[src/rtl/pipe_stage_reg.sv]
`default_nettype none
// ============================================================================
// Module      : pipe_stage_reg
// Description : Parametrised pipeline-stage register with valid/ready
//               handshake, stall/flush controls and a 2-entry skid buffer
//               so that in_ready is a flop output. Exposes occupancy and a
//               saturating stall-cycle counter for performance debug.
// Revision    : 1.0 - initial release
// ============================================================================
module pipe_stage_reg #(
    parameter int CTRL_W = 4,
    parameter int DATA_W = 32,
    parameter int ADDR_W = 32,
    parameter int RD_W   = 5,
    parameter int CNT_W  = 16
) (
    input  logic              clk,
    input  logic              rst,        // synchronous, active-low
    input  logic              in_valid,
    output logic              in_ready,
    input  logic [CTRL_W-1:0] in_ctrl,
    input  logic [DATA_W-1:0] in_data,
    input  logic [ADDR_W-1:0] in_addr,
    input  logic [RD_W-1:0]   in_rd,
    output logic              out_valid,
    input  logic              out_ready,
    output logic [CTRL_W-1:0] out_ctrl,
    output logic [DATA_W-1:0] out_data,
    output logic [ADDR_W-1:0] out_addr,
    output logic [RD_W-1:0]   out_rd,
    input  logic              stall,
    input  logic              flush,
    output logic [1:0]        occupancy,
    output logic [CNT_W-1:0]  stall_cnt
);

    localparam logic [CNT_W-1:0] C_CNT_ONE = CNT_W'(1);
    localparam logic [CNT_W-1:0] C_CNT_MAX = '1;

    // Main entry drives the outputs; skid entry catches one beat under backpressure
    logic              r_main_valid, r_skid_valid;
    logic [CTRL_W-1:0] r_main_ctrl,  r_skid_ctrl;
    logic [DATA_W-1:0] r_main_data,  r_skid_data;
    logic [ADDR_W-1:0] r_main_addr,  r_skid_addr;
    logic [RD_W-1:0]   r_main_rd,    r_skid_rd;
    logic              r_in_ready;
    logic [1:0]        r_occupancy;
    logic [CNT_W-1:0]  r_stall_cnt;

    logic              w_main_valid_nxt, w_skid_valid_nxt;
    logic [CTRL_W-1:0] w_main_ctrl_nxt,  w_skid_ctrl_nxt;
    logic [DATA_W-1:0] w_main_data_nxt,  w_skid_data_nxt;
    logic [ADDR_W-1:0] w_main_addr_nxt,  w_skid_addr_nxt;
    logic [RD_W-1:0]   w_main_rd_nxt,    w_skid_rd_nxt;

    logic w_in_fire, w_out_fire;

    assign w_in_fire  = in_valid & r_in_ready;
    assign w_out_fire = r_main_valid & out_ready & ~stall;

    // Next-state of both entries; flush zeroes ctrl so stale fields read as bubbles
    always_comb begin
        w_main_valid_nxt = r_main_valid;
        w_main_ctrl_nxt  = r_main_ctrl;
        w_main_data_nxt  = r_main_data;
        w_main_addr_nxt  = r_main_addr;
        w_main_rd_nxt    = r_main_rd;
        w_skid_valid_nxt = r_skid_valid;
        w_skid_ctrl_nxt  = r_skid_ctrl;
        w_skid_data_nxt  = r_skid_data;
        w_skid_addr_nxt  = r_skid_addr;
        w_skid_rd_nxt    = r_skid_rd;
        if (flush) begin
            w_main_valid_nxt = 1'b0;
            w_skid_valid_nxt = 1'b0;
            w_main_ctrl_nxt  = '0;
            w_skid_ctrl_nxt  = '0;
        end else if (!r_main_valid) begin
            if (w_in_fire) begin
                w_main_valid_nxt = 1'b1;
                w_main_ctrl_nxt  = in_ctrl;
                w_main_data_nxt  = in_data;
                w_main_addr_nxt  = in_addr;
                w_main_rd_nxt    = in_rd;
            end
        end else if (w_out_fire) begin
            if (r_skid_valid) begin
                // in_ready is low here, so no input can collide with the refill
                w_main_ctrl_nxt  = r_skid_ctrl;
                w_main_data_nxt  = r_skid_data;
                w_main_addr_nxt  = r_skid_addr;
                w_main_rd_nxt    = r_skid_rd;
                w_skid_valid_nxt = 1'b0;
            end else if (w_in_fire) begin
                w_main_ctrl_nxt  = in_ctrl;
                w_main_data_nxt  = in_data;
                w_main_addr_nxt  = in_addr;
                w_main_rd_nxt    = in_rd;
            end else begin
                w_main_valid_nxt = 1'b0;
            end
        end else if (w_in_fire) begin
            w_skid_valid_nxt = 1'b1;
            w_skid_ctrl_nxt  = in_ctrl;
            w_skid_data_nxt  = in_data;
            w_skid_addr_nxt  = in_addr;
            w_skid_rd_nxt    = in_rd;
        end
    end

    // Entry registers plus registered in_ready/occupancy derived from next state
    always_ff @(posedge clk) begin
        if (!rst) begin
            r_main_valid <= 1'b0;
            r_main_ctrl  <= '0;
            r_main_data  <= '0;
            r_main_addr  <= '0;
            r_main_rd    <= '0;
            r_skid_valid <= 1'b0;
            r_skid_ctrl  <= '0;
            r_skid_data  <= '0;
            r_skid_addr  <= '0;
            r_skid_rd    <= '0;
            r_in_ready   <= 1'b1;
            r_occupancy  <= 2'd0;
        end else begin
            r_main_valid <= w_main_valid_nxt;
            r_main_ctrl  <= w_main_ctrl_nxt;
            r_main_data  <= w_main_data_nxt;
            r_main_addr  <= w_main_addr_nxt;
            r_main_rd    <= w_main_rd_nxt;
            r_skid_valid <= w_skid_valid_nxt;
            r_skid_ctrl  <= w_skid_ctrl_nxt;
            r_skid_data  <= w_skid_data_nxt;
            r_skid_addr  <= w_skid_addr_nxt;
            r_skid_rd    <= w_skid_rd_nxt;
            r_in_ready   <= ~w_skid_valid_nxt;
            r_occupancy  <= {1'b0, w_main_valid_nxt} + {1'b0, w_skid_valid_nxt};
        end
    end

    // Saturating count of cycles where a beat is presented but not consumed
    always_ff @(posedge clk) begin
        if (!rst) begin
            r_stall_cnt <= '0;
        end else if (!flush && r_main_valid && !w_out_fire && r_stall_cnt != C_CNT_MAX) begin
            r_stall_cnt <= r_stall_cnt + C_CNT_ONE;
        end
    end

    assign in_ready  = r_in_ready;
    assign out_valid = r_main_valid;
    assign out_ctrl  = r_main_ctrl;
    assign out_data  = r_main_data;
    assign out_addr  = r_main_addr;
    assign out_rd    = r_main_rd;
    assign occupancy = r_occupancy;
    assign stall_cnt = r_stall_cnt;

endmodule
`default_nettype wire

[config.mk]
export PLATFORM = sky130hd
export DESIGN_NAME = pipe_stage_reg
export DESIGN_NICKNAME = d
export VERILOG_FILES = /design/src/rtl/pipe_stage_reg.sv
export SDC_FILE = /design/constraint.sdc
export NUM_CORES = 1
export LEC_CHECK = 0
export BUFFER_PORTS_ARGS = -buffer_cell sky130_fd_sc_hd__buf_4
export CAP_MARGIN = 20
export CELL_PAD_IN_SITES_DETAIL_PLACEMENT = 1
export CELL_PAD_IN_SITES_GLOBAL_PLACEMENT = 2
export CORE_UTILIZATION = 34
export CTS_BUF_LIST = sky130_fd_sc_hd__clkbuf_4
export CTS_CLUSTER_SIZE = 30
export DETAILED_ROUTE_END_ITERATION = 8
export PLACE_DENSITY_LB_ADDON = 0.15
export SLEW_MARGIN = 20
export SYNTH_ARGS = -nofsm -noshare
export SYNTH_HDL_FRONTEND = slang
export SYNTH_SLANG_ARGS = --single-unit
[constraint.sdc]
create_clock -name clk -period 3.4 [get_ports clk]
set_clock_uncertainty 0.2 [all_clocks]
set_input_delay 0.51 -clock clk [delete_from_list [all_inputs] [get_ports clk]]
set_output_delay 0.51 -clock clk [all_outputs]
set_load 0.02 [all_outputs]
==> run summary, run 1 <==
HPWL after DPL - 13.5 mm
IO Pins - 172
Pin count of the biggest net entering global routing - 74
Clock root buffer - clkbuf_4
Highest routed layer - met4
Slew @ Worst Pin - 974 ps
Unique masters post-synth - 42
Mapped Area - 0.00660 sq mm
Drt initial violations - 233
Htree depth - 4
Via count - 6628
Nets - 1060
Global-route wire length before repair - 35.0 mm
Via density - 5.29
Antenna viol nets, final - 0
DIE AREA - 0.0200 sq mm
Initial Util - 34.9%
Mapped Cells - 776
Number of global-route vias before repair - 6786
# fillers - 2255
Relative slew margins - 35.1%
Worst Hold Class - in2reg
WL/cell - 17.5 um
Dominant cells by area after synthesis - dfxtp_1 (51%), nand2_1 (8.6%), a211oi_1 (7.8%)
Status - completed
Clk Latency, worst-skew pair - 560 ps
Synth async-reset ratio - 0%
Layout area overhead - 36.9%
Main synth FF type - dfxtp_1
Worst endpoint required time - 3680 ps
# DRC - 0
Pwr Density - 425 mW/mm^2
Cts-stage hold buffer count - 74
Min Tclk post-route - 2600 ps
Fin crit share - 76.6%
Clock sink count - 167
GPL Wtd Cong - 0.737
WL met2 - 11.0 mm
Worst setup EP type - flop
Width of the die - 141 um
Setup Fix Bufs, Post-CTS - 0
Number of flops mapped to enable cells by yosys - 0
Metal3 WL - 853 um
Total power - 0.00384 W
Syn Area/Cell - 8.51 sq um
Net count after synthesis - 856
Setup violators final - 0
Leakage - 3.42 nW
Drt total wl - 21.9 mm
FF+latch count, synth - 167
Row count - 50
Number of buffers added on ports - 171
Met1 WL - 9.80 mm
Die Ht - 141 um
Detailed Routing Iterations Pass 1 - 4
Max Cap Violations - 0
CP arrival - 2880 ps
Total Routing Usage GR - 22.1%
IR drop worst, VDD - 215 uV
Initial antenna violation count - 1
Layout cells sized above 1 - 22.6%
CTS buffer count - 17
Kind of critical path - reg2reg
Synth warn - 0
Cts repair resizes - 0
Slew Viols, Final - 0
Seq/Total Area, Yosys - 50.6%
GR Overflow Total - 0
Area leader, netlist - dfxtp_1
Yosys top cell area share - 50.6%
Fmax - 384 MHz
Final Hold Viols - 0
Core area - 0.0189 sq mm
Setup_tns - 0 ps
Clock Tree Buf Depth - 2
Unrepaired setup endpoints after global routing - no
CTS tree - done
Highest fanout seen on the critical path - 54
Startpoint Class - flop
Clk slew on worst S/H paths - 140 ps
[layout make-up]
type	instances	area, sq um	share of cell area (%)
Timing Repair Buffer	254	2130	23.6
Sequential cell	167	3340	37.0
Tap cell	260	325	3.60
Multi-Input combinational cell	536	2940	32.6
Inverter	4	20.0	0.221
Clock buffer	19	143	1.58
Clock inverter	12	130	1.44
Antenna cell	2	5.00	0.0554
[worst paths after layout]
kind / depth (start not counted) / slack (ps) / startpoint / end
max: 6 / 800 / out_valid$_SDFF_PN0_ / out_data[27]$_SDFFE_PN0P_
min: 3 / 100 / flush / in_ready$_SDFF_PN1_
min reg2reg: 2 / 270 / r_skid_rd[1]$_SDFFE_PN0P_ / r_skid_rd[1]$_SDFFE_PN0P_
max reg2reg: 6 / 800 / out_valid$_SDFF_PN0_ / out_data[27]$_SDFFE_PN0P_
[through the flow]
stage | cells | cell area (sq um) | hold WS (ps) | setup WS (ps) | utilization [%]
finish | 1254 | 9040 | 104 | 795 | 47.8
global route | 1254 | 9040 | 73.4 | 647 | 47.8
CTS | 1252 | 9030 | 47.3 | 804 | 47.8
detailed placement | 1147 | 8020 | 247 | 834 | 42.5
global placement | 1147 | 8020 | 241 | 921 | 42.5
floorplan | 776 | 6600 | 236 | 1290 | -
[synth_stat cells, types with 2 or more instances]
| cell | n |
|---|---|
| and2_1 | 2 |
| a41oi_1 | 2 |
| o211ai_1 | 4 |
| nand2_2 | 2 |
| and3_1 | 5 |
| buf_1 | 4 |
| a221oi_4 | 2 |
| clkbuf_1 | 44 |
| or4_1 | 9 |
| nand2b_1 | 4 |
| mux2i_1 | 4 |
| o311ai_0 | 3 |
| nand4_1 | 5 |
| a21oi_1 | 83 |
| buf_2 | 14 |
| a311oi_1 | 3 |
| o31ai_1 | 10 |
| or3_1 | 5 |
| dfxtp_1 | 167 |
| o21ai_0 | 5 |
| o22ai_1 | 70 |
| nand3_1 | 6 |
| buf_4 | 2 |
| buf_6 | 5 |
| nor2_1 | 78 |
| inv_1 | 2 |
| and4_1 | 3 |
| nand2_1 | 151 |
| a211oi_1 | 69 |
[layout by cell type, fill, tap and decap left out, types with 3 or more instances in the layout]
cell type,instances
mux2i_1,4
or3_1,5
dfxtp_1,167
dlygate4sd3_1,74
nand4_1,5
buf_12,3
clkinvlp_4,4
nand3_1,5
clkbuf_4,19
a21oi_1,82
o211ai_1,4
o311ai_0,3
a311oi_1,3
nand2b_1,4
and4_1,3
nor2_1,78
o22ai_1,70
nand2_1,151
o31ai_1,10
a211oi_1,69
and3_1,5
or4_1,8
o21ai_0,5
buf_4,177
[registers in the layout, indices dropped and copies added (netlist names), 4 cells and up]
signal       count
out_rd           5
r_skid_data     32
r_skid_addr     32
r_skid_rd        5
out_data        32
r_skid_ctrl      4
out_ctrl         4
out_addr        32
stall_cnt       16
[cell families after synthesis]
| family | after synthesis | synth area share (%) |
|---|---|---|
| buffers and inverters | 73 | 5.14 |
| AOI/OAI and AO/OA | 253 | 24.8 |
| adders and majority gates | 1 | 0.190 |
| and+or+nand+nor | 277 | 18.4 |
| muxes | 5 | 0.777 |
| DFF | 167 | 50.6 |
[power by group]
part / internal [W] / leakage, nW / switching (W)
registers: 0.00203 / 1.36 / 0.0000468
clock network: 0.000447 / 0.138 / 0.000713
logic: 0.000276 / 1.92 / 0.000327
total: 0.00275 / 3.42 / 0.00109
[per-layer routing]
layer  track usage, %  vias to the layer above
met2             39.2                      141
met3             4.86                       17
li1                 -                     3207
met5                0                        -
met4             6.29                        0
met1             26.7                     3263
[worst max-delay path, stage by stage, from the launching register on]
cell      delay (ps)
dfxtp_1          720
nand2_2          180
buf_4            350
a221oi_4         390
buf_12           310
nor2_1            80
a211oi_1         240
Note: power is estimated with default switching activity, not from simulation.
==> inputs of run 2 (changes only) <==
--- a/config.mk
+++ b/config.mk
@@ -9,7 +9,7 @@
 export CAP_MARGIN = 20
 export CELL_PAD_IN_SITES_DETAIL_PLACEMENT = 1
 export CELL_PAD_IN_SITES_GLOBAL_PLACEMENT = 2
-export CORE_UTILIZATION = 34
+export CORE_UTILIZATION = 32
 export CTS_BUF_LIST = sky130_fd_sc_hd__clkbuf_4
 export CTS_CLUSTER_SIZE = 30
 export DETAILED_ROUTE_END_ITERATION = 8
==> constraint.sdc (replaced) <==
create_clock -name clk -period 2.5 [get_ports clk]
set_clock_uncertainty 0.2 [all_clocks]
set_input_delay 0.375 -clock clk [delete_from_list [all_inputs] [get_ports clk]]
set_output_delay 0.375 -clock clk [all_outputs]
set_load 0.02 [all_outputs]
==> run 2 against run 1 <==
  * Via count shrank 0.17%
  * Sequential power grew 36%
  * Final area grew 1.6%
  * First-iteration DRC count grew 13%
  * Critical path type unchanged
==> run summary, run 2 (same netlist as run 1, synthesis figures left out) <==
Placed Cells - 1163 (+1.4%)
Initial Util - 32.6% (-2.3 points)
Setup ws final - 281 ps (-514 ps)
Most common cell after layout, fill and taps aside - buf_4
Slew Viols, Final - 0 (unchanged)
IR drop worst, VDD - 303 uV (+41%)
CP Cell Sequence - inv_4 -> or3_1 -> a221oi_4 -> mux2_1
WL/cell - 17.6 um (+0.62%)
Pwr Density - 597 mW/mm^2 (+41%)
Min Tclk post-route - 2220 ps (-386 ps)
Pin count of the biggest net entering global routing - 70 (-5.4%)
Layout area overhead - 39.2%
GR Overflow Total - 0 (unchanged)
Drt total wl - 22.3 mm (+1.9%)
Slowest cell on crit path - dfxtp_1
Number of global-route vias before repair - 7052 (+3.9%)
Clock power frac - 33.4% (+3.2 points)
Initial antenna violation count - 1 (unchanged)
Detailed Routing Iterations Pass 1 - 4 (unchanged)
Status - completed
Clk slew on worst S/H paths - 150 ps (about the same)
Global-route wire length before repair - 37.1 mm (+6.1%)
Worst Reg2Reg Path Length in Cells - 4 (-2)
Fmax - 451 MHz (+17%)
Leakage - 3.48 nW (+1.9%)
Number of buffers added on ports - 171 (unchanged)
Slew @ Worst Pin - 665 ps (-309 ps)
NetSw - 0.00153 W (+41%)
Fin crit share - 88.8% (+12 points)
CTS tree - done
Via density - 5.21 (-1.4%)
HPWL after DPL - 13.4 mm (-0.46%)
Reg2Reg Launch Point - out_valid$_SDFF_PN0_
Htree depth - 4 (unchanged)
Post-Layout Cell Count - 1270 (+1.3%)
Row count - 52 (+4.0%)
Width of the die - 146 um (+3.0%)
DIE AREA - 0.0212 sq mm (+6.2%)
Start point of the worst hold path - in_valid
Kind of critical path - reg2reg
Setup_tns - 0 ps (unchanged)
Drt initial violations - 263 (+13%)
Startpoint Class - flop
Die Ht - 146 um (+3.0%)
Worst endpoint required time - 2740 ps (-940 ps)
Hold Crit Endpoint - out_valid$_SDFF_PN0_
# DRC - 0 (unchanged)
Total Routing Usage GR - 21.8% (-0.30 points)
Clk Latency, worst-skew pair - 560 ps (about the same)
Core area - 0.0202 sq mm (+7.1%)
IO Pins - 172 (unchanged)
Worst Hold Class - in2reg
Layout cells sized above 1 - 23.1% (+0.54 points)
Setup slack at placement - 251 ps (-583 ps)
Nets - 1067 (+0.66%)
Delay-heaviest family, CP - flip-flops
Sequential cell fraction of total power - 51.5% (-2.6 points)
Via count - 6617 (-0.17%)
Unrepaired setup endpoints after global routing - no
Clock Tree Buf Depth - 2 (unchanged)
Antenna viol nets, final - 0 (unchanged)
Logic pwr share - 15.2% (-0.5 points)
Buf+Inv Stages, Crit Path - 1 (-1)
Max Cap Violations - 0 (unchanged)
Cts repair resizes - 0 (unchanged)
Clock root buffer - clkbuf_4
Sw frac - 27.8% (-0.46 points)
Clock sink count - 167 (unchanged)
Relative slew margins - 55.7% (+21 points)
# fillers - 2393 (+6.1%)
R2r setup slk - 280 ps (-510 ps)
CTS buffer count - 17 (unchanged)
Hold Crit Depth - 3 (unchanged)
Most frequent cells in the layout - buf_4 (181), dfxtp_1 (167), nand2_1 (151), a21oi_1 (82), nor2_1 (78)
Reg2reg end - occupancy[0]$_SDFF_PN0_
Highest fanout seen on the critical path - 6 (-89%)
GPL Wtd Cong - 0.769 (+4.3%)
Worst setup EP type - flop
Slowest stage delay, CP - 600 ps (-120 ps)
Setup violators final - 0 (unchanged)
CP arrival - 2460 ps (-420 ps)
Final Hold Viols - 0 (unchanged)
Pint - 0.00396 W (+44%)
[run 2: per-stage QoR]
stage | util [%] | instance area [sq um] | power [W] | hold slack (ps)
after CTS | 45.4 | 9190 | 0.00555 | 84.4
after detailed placement | 40.1 | 8100 | 0.00362 | 248
after floorplan | - | 6600 | 0.00325 | 236
after global placement | 40.1 | 8100 | 0.00360 | 242
after global routing | 45.4 | 9190 | 0.00578 | 92.9
final | 45.4 | 9190 | 0.00549 | 129
[run 2: worst max path at each step]
stage,startpoint,endpoint,cells after the start,slack [ps]
final,out_valid$_SDFF_PN0_,occupancy[0]$_SDFF_PN0_,4,280
after global routing,out_valid$_SDFF_PN0_,out_data[14]$_SDFFE_PN0P_,5,150
after CTS,out_valid$_SDFF_PN0_,occupancy[0]$_SDFF_PN0_,4,260
after detailed placement,stall,out_ctrl[2]$_SDFFE_PP0P_,6,250
after global placement,out_ready,occupancy[0]$_SDFF_PN0_,5,350
after floorplan,out_valid$_SDFF_PN0_,occupancy[0]$_SDFF_PN0_,6,420
[run 2: per-layer routing]
metal	vias up	wire, um	part of all wire (%)	GRT usage (%)
li1	3216	-	-	-
met1	3249	9870	44	26.3
met2	133	11300	50	38.3
met3	19	935	4.2	5.45
met4	0	291	1.3	6.11
met5	-	0	0	0
[run 2: cell type report]
type | count | area (sq um) | area share (%)
diodes | 1 | 2.50 | 0.0272
repair buffers | 261 | 2210 | 24.1
inverters | 4 | 20.0 | 0.218
clock inverters | 13 | 195 | 2.12
well taps | 270 | 338 | 3.68
multi-input cells | 536 | 2940 | 32.0
flip-flops and latches | 167 | 3340 | 36.4
clock buffers | 18 | 135 | 1.47
[run 2: timing repair]
item                                   in CTS  in global routing
endpoints found under the hold margin     151                  0
setup buffers                               0                  0
hold buffers                               75                  0
[run 2: power by group through the flow]
stage,logic (W),registers [W],clock network [W]
floorplan,0.000284,0.00297,0
global placement,0.000717,0.00288,0
CTS,0.000836,0.00282,0.00189
detailed placement,0.000737,0.00288,0
global route,0.000901,0.00284,0.00204
finish,0.000832,0.00282,0.00183
[run 2: worst min-delay path: cells and delay by family]
| kind | cells | cell delay [ps] |
|---|---|---|
| AOI/OAI and AO/OA | 1 | 150 |
| buffers and inverters | 1 | 130 |
| and+or+nand+nor | 1 | 180 |
==> inputs of run 3 (changes only) <==
--- a/config.mk
+++ b/config.mk
@@ -5,15 +5,17 @@
 export SDC_FILE = /design/constraint.sdc
 export NUM_CORES = 1
 export LEC_CHECK = 0
+export ABC_AREA = 1
 export BUFFER_PORTS_ARGS = -buffer_cell sky130_fd_sc_hd__buf_4
 export CAP_MARGIN = 20
 export CELL_PAD_IN_SITES_DETAIL_PLACEMENT = 1
 export CELL_PAD_IN_SITES_GLOBAL_PLACEMENT = 2
-export CORE_UTILIZATION = 32
-export CTS_BUF_LIST = sky130_fd_sc_hd__clkbuf_4
+export CORE_UTILIZATION = 30
+export CTS_BUF_LIST = sky130_fd_sc_hd__clkbuf_8 sky130_fd_sc_hd__clkbuf_16
 export CTS_CLUSTER_SIZE = 30
 export DETAILED_ROUTE_END_ITERATION = 8
 export PLACE_DENSITY_LB_ADDON = 0.15
+export SKIP_LAST_GASP = 1
 export SLEW_MARGIN = 20
 export SYNTH_ARGS = -nofsm -noshare
 export SYNTH_HDL_FRONTEND = slang
==> run 3 against run 2 <==
  * Synthesized area up 7.5%
  * Clock power up 39%
  * Final cell count up 9.3%
  * Critical path type unchanged
  * Largest cell class unchanged
==> run summary, run 3 <==
Fmax - 484 MHz (+7.4%)
Synth async-reset ratio - 0% (unchanged)
GPL Wtd Cong - 0.722 (-6.0%)
Final Hold Viols - 0 (unchanged)
Main synth FF type - dfxtp_1
R2r setup slk - 430 ps (+150 ps)
Clock sink count - 167 (unchanged)
Worst Hold Class - in2reg
Clk slew on worst S/H paths - 70 ps (-80 ps)
Status - completed
Detailed Routing Iterations Pass 1 - 4 (unchanged)
Unrepaired setup endpoints after global routing - no
Worst setup EP type - flop
Via count - 6954 (+5.1%)
Slew Viols, Final - 0 (unchanged)
Htree depth - 4 (unchanged)
Slew @ Worst Pin - 698 ps (+32.9 ps)
WL/cell - 16.4 um (-7.0%)
Worst setup startpoint - stall_cnt[0]$_SDFFE_PN0P_
Total Routing Usage GR - 19.1% (-2.7 points)
DIE AREA - 0.0243 sq mm (+14%)
Nets - 1142 (+7.0%)
Cts-stage hold buffer count - 17 (-77%)
Max Cap Violations - 0 (unchanged)
Drt total wl - 22.7 mm (+1.6%)
Syn Area/Cell - 7.71 sq um (-9.3%)
GR Overflow Total - 0 (unchanged)
Cts repair resizes - 0 (unchanged)
# fillers - 2807 (+17%)
Setup violators final - 0 (unchanged)
Setup ws final - 433 ps (+152 ps)
Yosys top cell area share - 47.1% (-3.5 points)
Clock Tree Buf Depth - 2 (unchanged)
Core area - 0.0229 sq mm (+13%)
Startpoint Class - flop
Setup_tns - 0 ps (unchanged)
Die Ht - 156 um (+7.0%)
Initial antenna violation count - 0 (-1)
FF+latch count, synth - 167 (unchanged)
# DRC - 0 (unchanged)
Clk Latency, worst-skew pair - 420 ps (-140 ps)
Dominant cells by area after synthesis - dfxtp_1 (47%), a21oi_1 (11%), o21ai_0 (11%)
Start point of the worst hold path - in_addr[29]
Commonest cells post-synth - dfxtp_1 (167), a21oi_1 (159), o21ai_0 (158), nand2_1 (124), inv_1 (90)
IR drop worst, VDD - 370 uV (+22%)
Antenna viol nets, final - 0 (unchanged)
CTS tree - done
Reg2Reg Launch Point - stall_cnt[0]$_SDFFE_PN0P_
Highest fanout seen on the critical path - 18 (+12)
Clock power frac - 42.2% (+8.8 points)
NetSw - 0.00159 W (+3.9%)
Sequential cell fraction of total power - 46.5% (-5.0 points)
Pwr Density - 645 mW/mm^2 (+8.0%)
Hold Worst Slack - 11.7 ps (-118 ps)
Kind of critical path - reg2reg
Min Tclk post-route - 2070 ps (-152 ps)
Clock root buffer - clkbuf_16
Via density - 5.01 (-3.8%)
Row count - 55 (+5.8%)
Seq/Total Area, Yosys - 47.1% (-3.5 points)
Final Util - 40.8% (-4.7 points)
Worst Reg2Reg Path Length in Cells - 8 (+4)
Number of global-route vias before repair - 6972 (-1.1%)
Number of buffers added on ports - 171 (unchanged)
N_diodes - 0 (-1)
Setup slack at placement - 430 ps (+179 ps)
Sw frac - 26.3% (-1.5 points)
Pin count of the biggest net entering global routing - 148 (+110%)
Unique masters post-synth - 25 (-40%)
Most frequent cells in the layout - buf_4 (182), dfxtp_1 (167), a21oi_1 (159), o21ai_0 (158), nand2_1 (122)
Mapped Area - 0.00710 sq mm (+7.5%)
Width of the die - 156 um (+7.0%)
CP endpoint - stall_cnt[1]$_SDFFE_PN0P_
CP arrival - 2170 ps (-290 ps)
Logic pwr share - 11.2% (-4.0 points)
HPWL after DPL - 14.2 mm (+5.6%)
Area leader, netlist - dfxtp_1
Count leader, synth - dfxtp_1
CTS buffer count - 17 (unchanged)
Layout cells sized above 1 - 21.3% (-1.8 points)
Fin crit share - 82.7% (-6.1 points)
Global-route wire length before repair - 36.8 mm (-0.91%)
Worst endpoint required time - 2610 ps (-130 ps)
Synth warn - 0 (unchanged)
Reg2reg end - stall_cnt[1]$_SDFFE_PN0P_
Mapped Cells - 920 (+19%)
Pint - 0.00444 W (+12%)
Net count after synthesis - 1000 (+17%)
Drt initial violations - 293 (+11%)
Leakage - 3.90 nW (+12%)
Layout area overhead - 31.6%
Most common cell after layout, fill and taps aside - buf_4
Initial Util - 31.0% (-1.7 points)
IO Pins - 172 (unchanged)
Relative slew margins - 53.5% (-2.2 points)
Number of flops mapped to enable cells by yosys - 0 (unchanged)
Setup Fix Bufs, Post-CTS - 0 (unchanged)
run 3: area by class of cell:
| cell class | instances | area (sq um) | area share, % |
|---|---|---|---|
| Inverter | 91 | 342 | 3.66 |
| Multi-Input combinational cell | 581 | 3060 | 32.8 |
| Tap cell | 313 | 392 | 4.19 |
| Clock buffer | 18 | 439 | 4.70 |
| Sequential cell | 167 | 3340 | 35.8 |
| Clock inverter | 14 | 125 | 1.34 |
| Timing Repair Buffer | 204 | 1640 | 17.5 |
run 3: power by group through the flow:
stage	Sequential, W	Combinational [W]	Clock (W)
floorplan	0.00292	0.000285	0
global route	0.00281	0.000747	0.00275
finish	0.00280	0.000677	0.00254
global placement	0.00286	0.000657	0
CTS	0.00280	0.000687	0.00263
detailed placement	0.00286	0.000663	0
run 3: worst max-delay path, stage by stage (launching register included):
cell and delay (ps):
dfxtp_1 440, ha_1 240, nand2_1 70, nor2_1 200, nand2_2 130, nor2_4 280
nor2_4 150, o21ai_0 190, nor2_1 50
run 3: layer usage:
| metal | wire (um) | track usage, % | up-vias |
|---|---|---|---|
| met5 | 0 | 0 | - |
| met2 | 10500 | 31.3 | 130 |
| li1 | - | - | 3481 |
| met1 | 11100 | 25.7 | 3334 |
| met4 | 110 | 3.69 | 0 |
| met3 | 1030 | 4.31 | 9 |
run 3: worst min-delay path by stage:
stage | cells after the start | to
6_report | 3 | r_skid_addr[29]$_SDFFE_PN0P_
5_1_grt | 3 | r_skid_addr[31]$_SDFFE_PN0P_
4_1_cts | 3 | r_skid_addr[29]$_SDFFE_PN0P_
3_5_place_dp | 2 | r_skid_ctrl[2]$_SDFFE_PP0P_
3_3_place_gp | 2 | r_skid_ctrl[2]$_SDFFE_PP0P_
2_1_floorplan | 2 | r_skid_ctrl[2]$_SDFFE_PP0P_
run 3: logic make-up (layout without fill, tap and decap cells):
| group | after synthesis | count (layout) | share of synthesized area [%] |
|---|---|---|---|
| buffers and inverters | 172 | 327 | 9.98 |
| XOR/XNOR | 6 | 6 | 0.741 |
| adder cells (fa/ha/maj) | 1 | 1 | 0.176 |
| AND/OR/NAND/NOR | 184 | 184 | 10.7 |
| flip-flops | 167 | 167 | 47.1 |
| AO/OA/AOI/OAI | 390 | 390 | 31.3 |
run 3: stage by stage:
stage	instances	cell area, sq um	power (W)
4_1_cts	1388	9340	0.00612
3_3_place_gp	1339	8600	0.00352
5_1_grt	1388	9340	0.00631
3_5_place_dp	1339	8600	0.00353
6_report	1388	9340	0.00602
2_1_floorplan	920	7100	0.00321
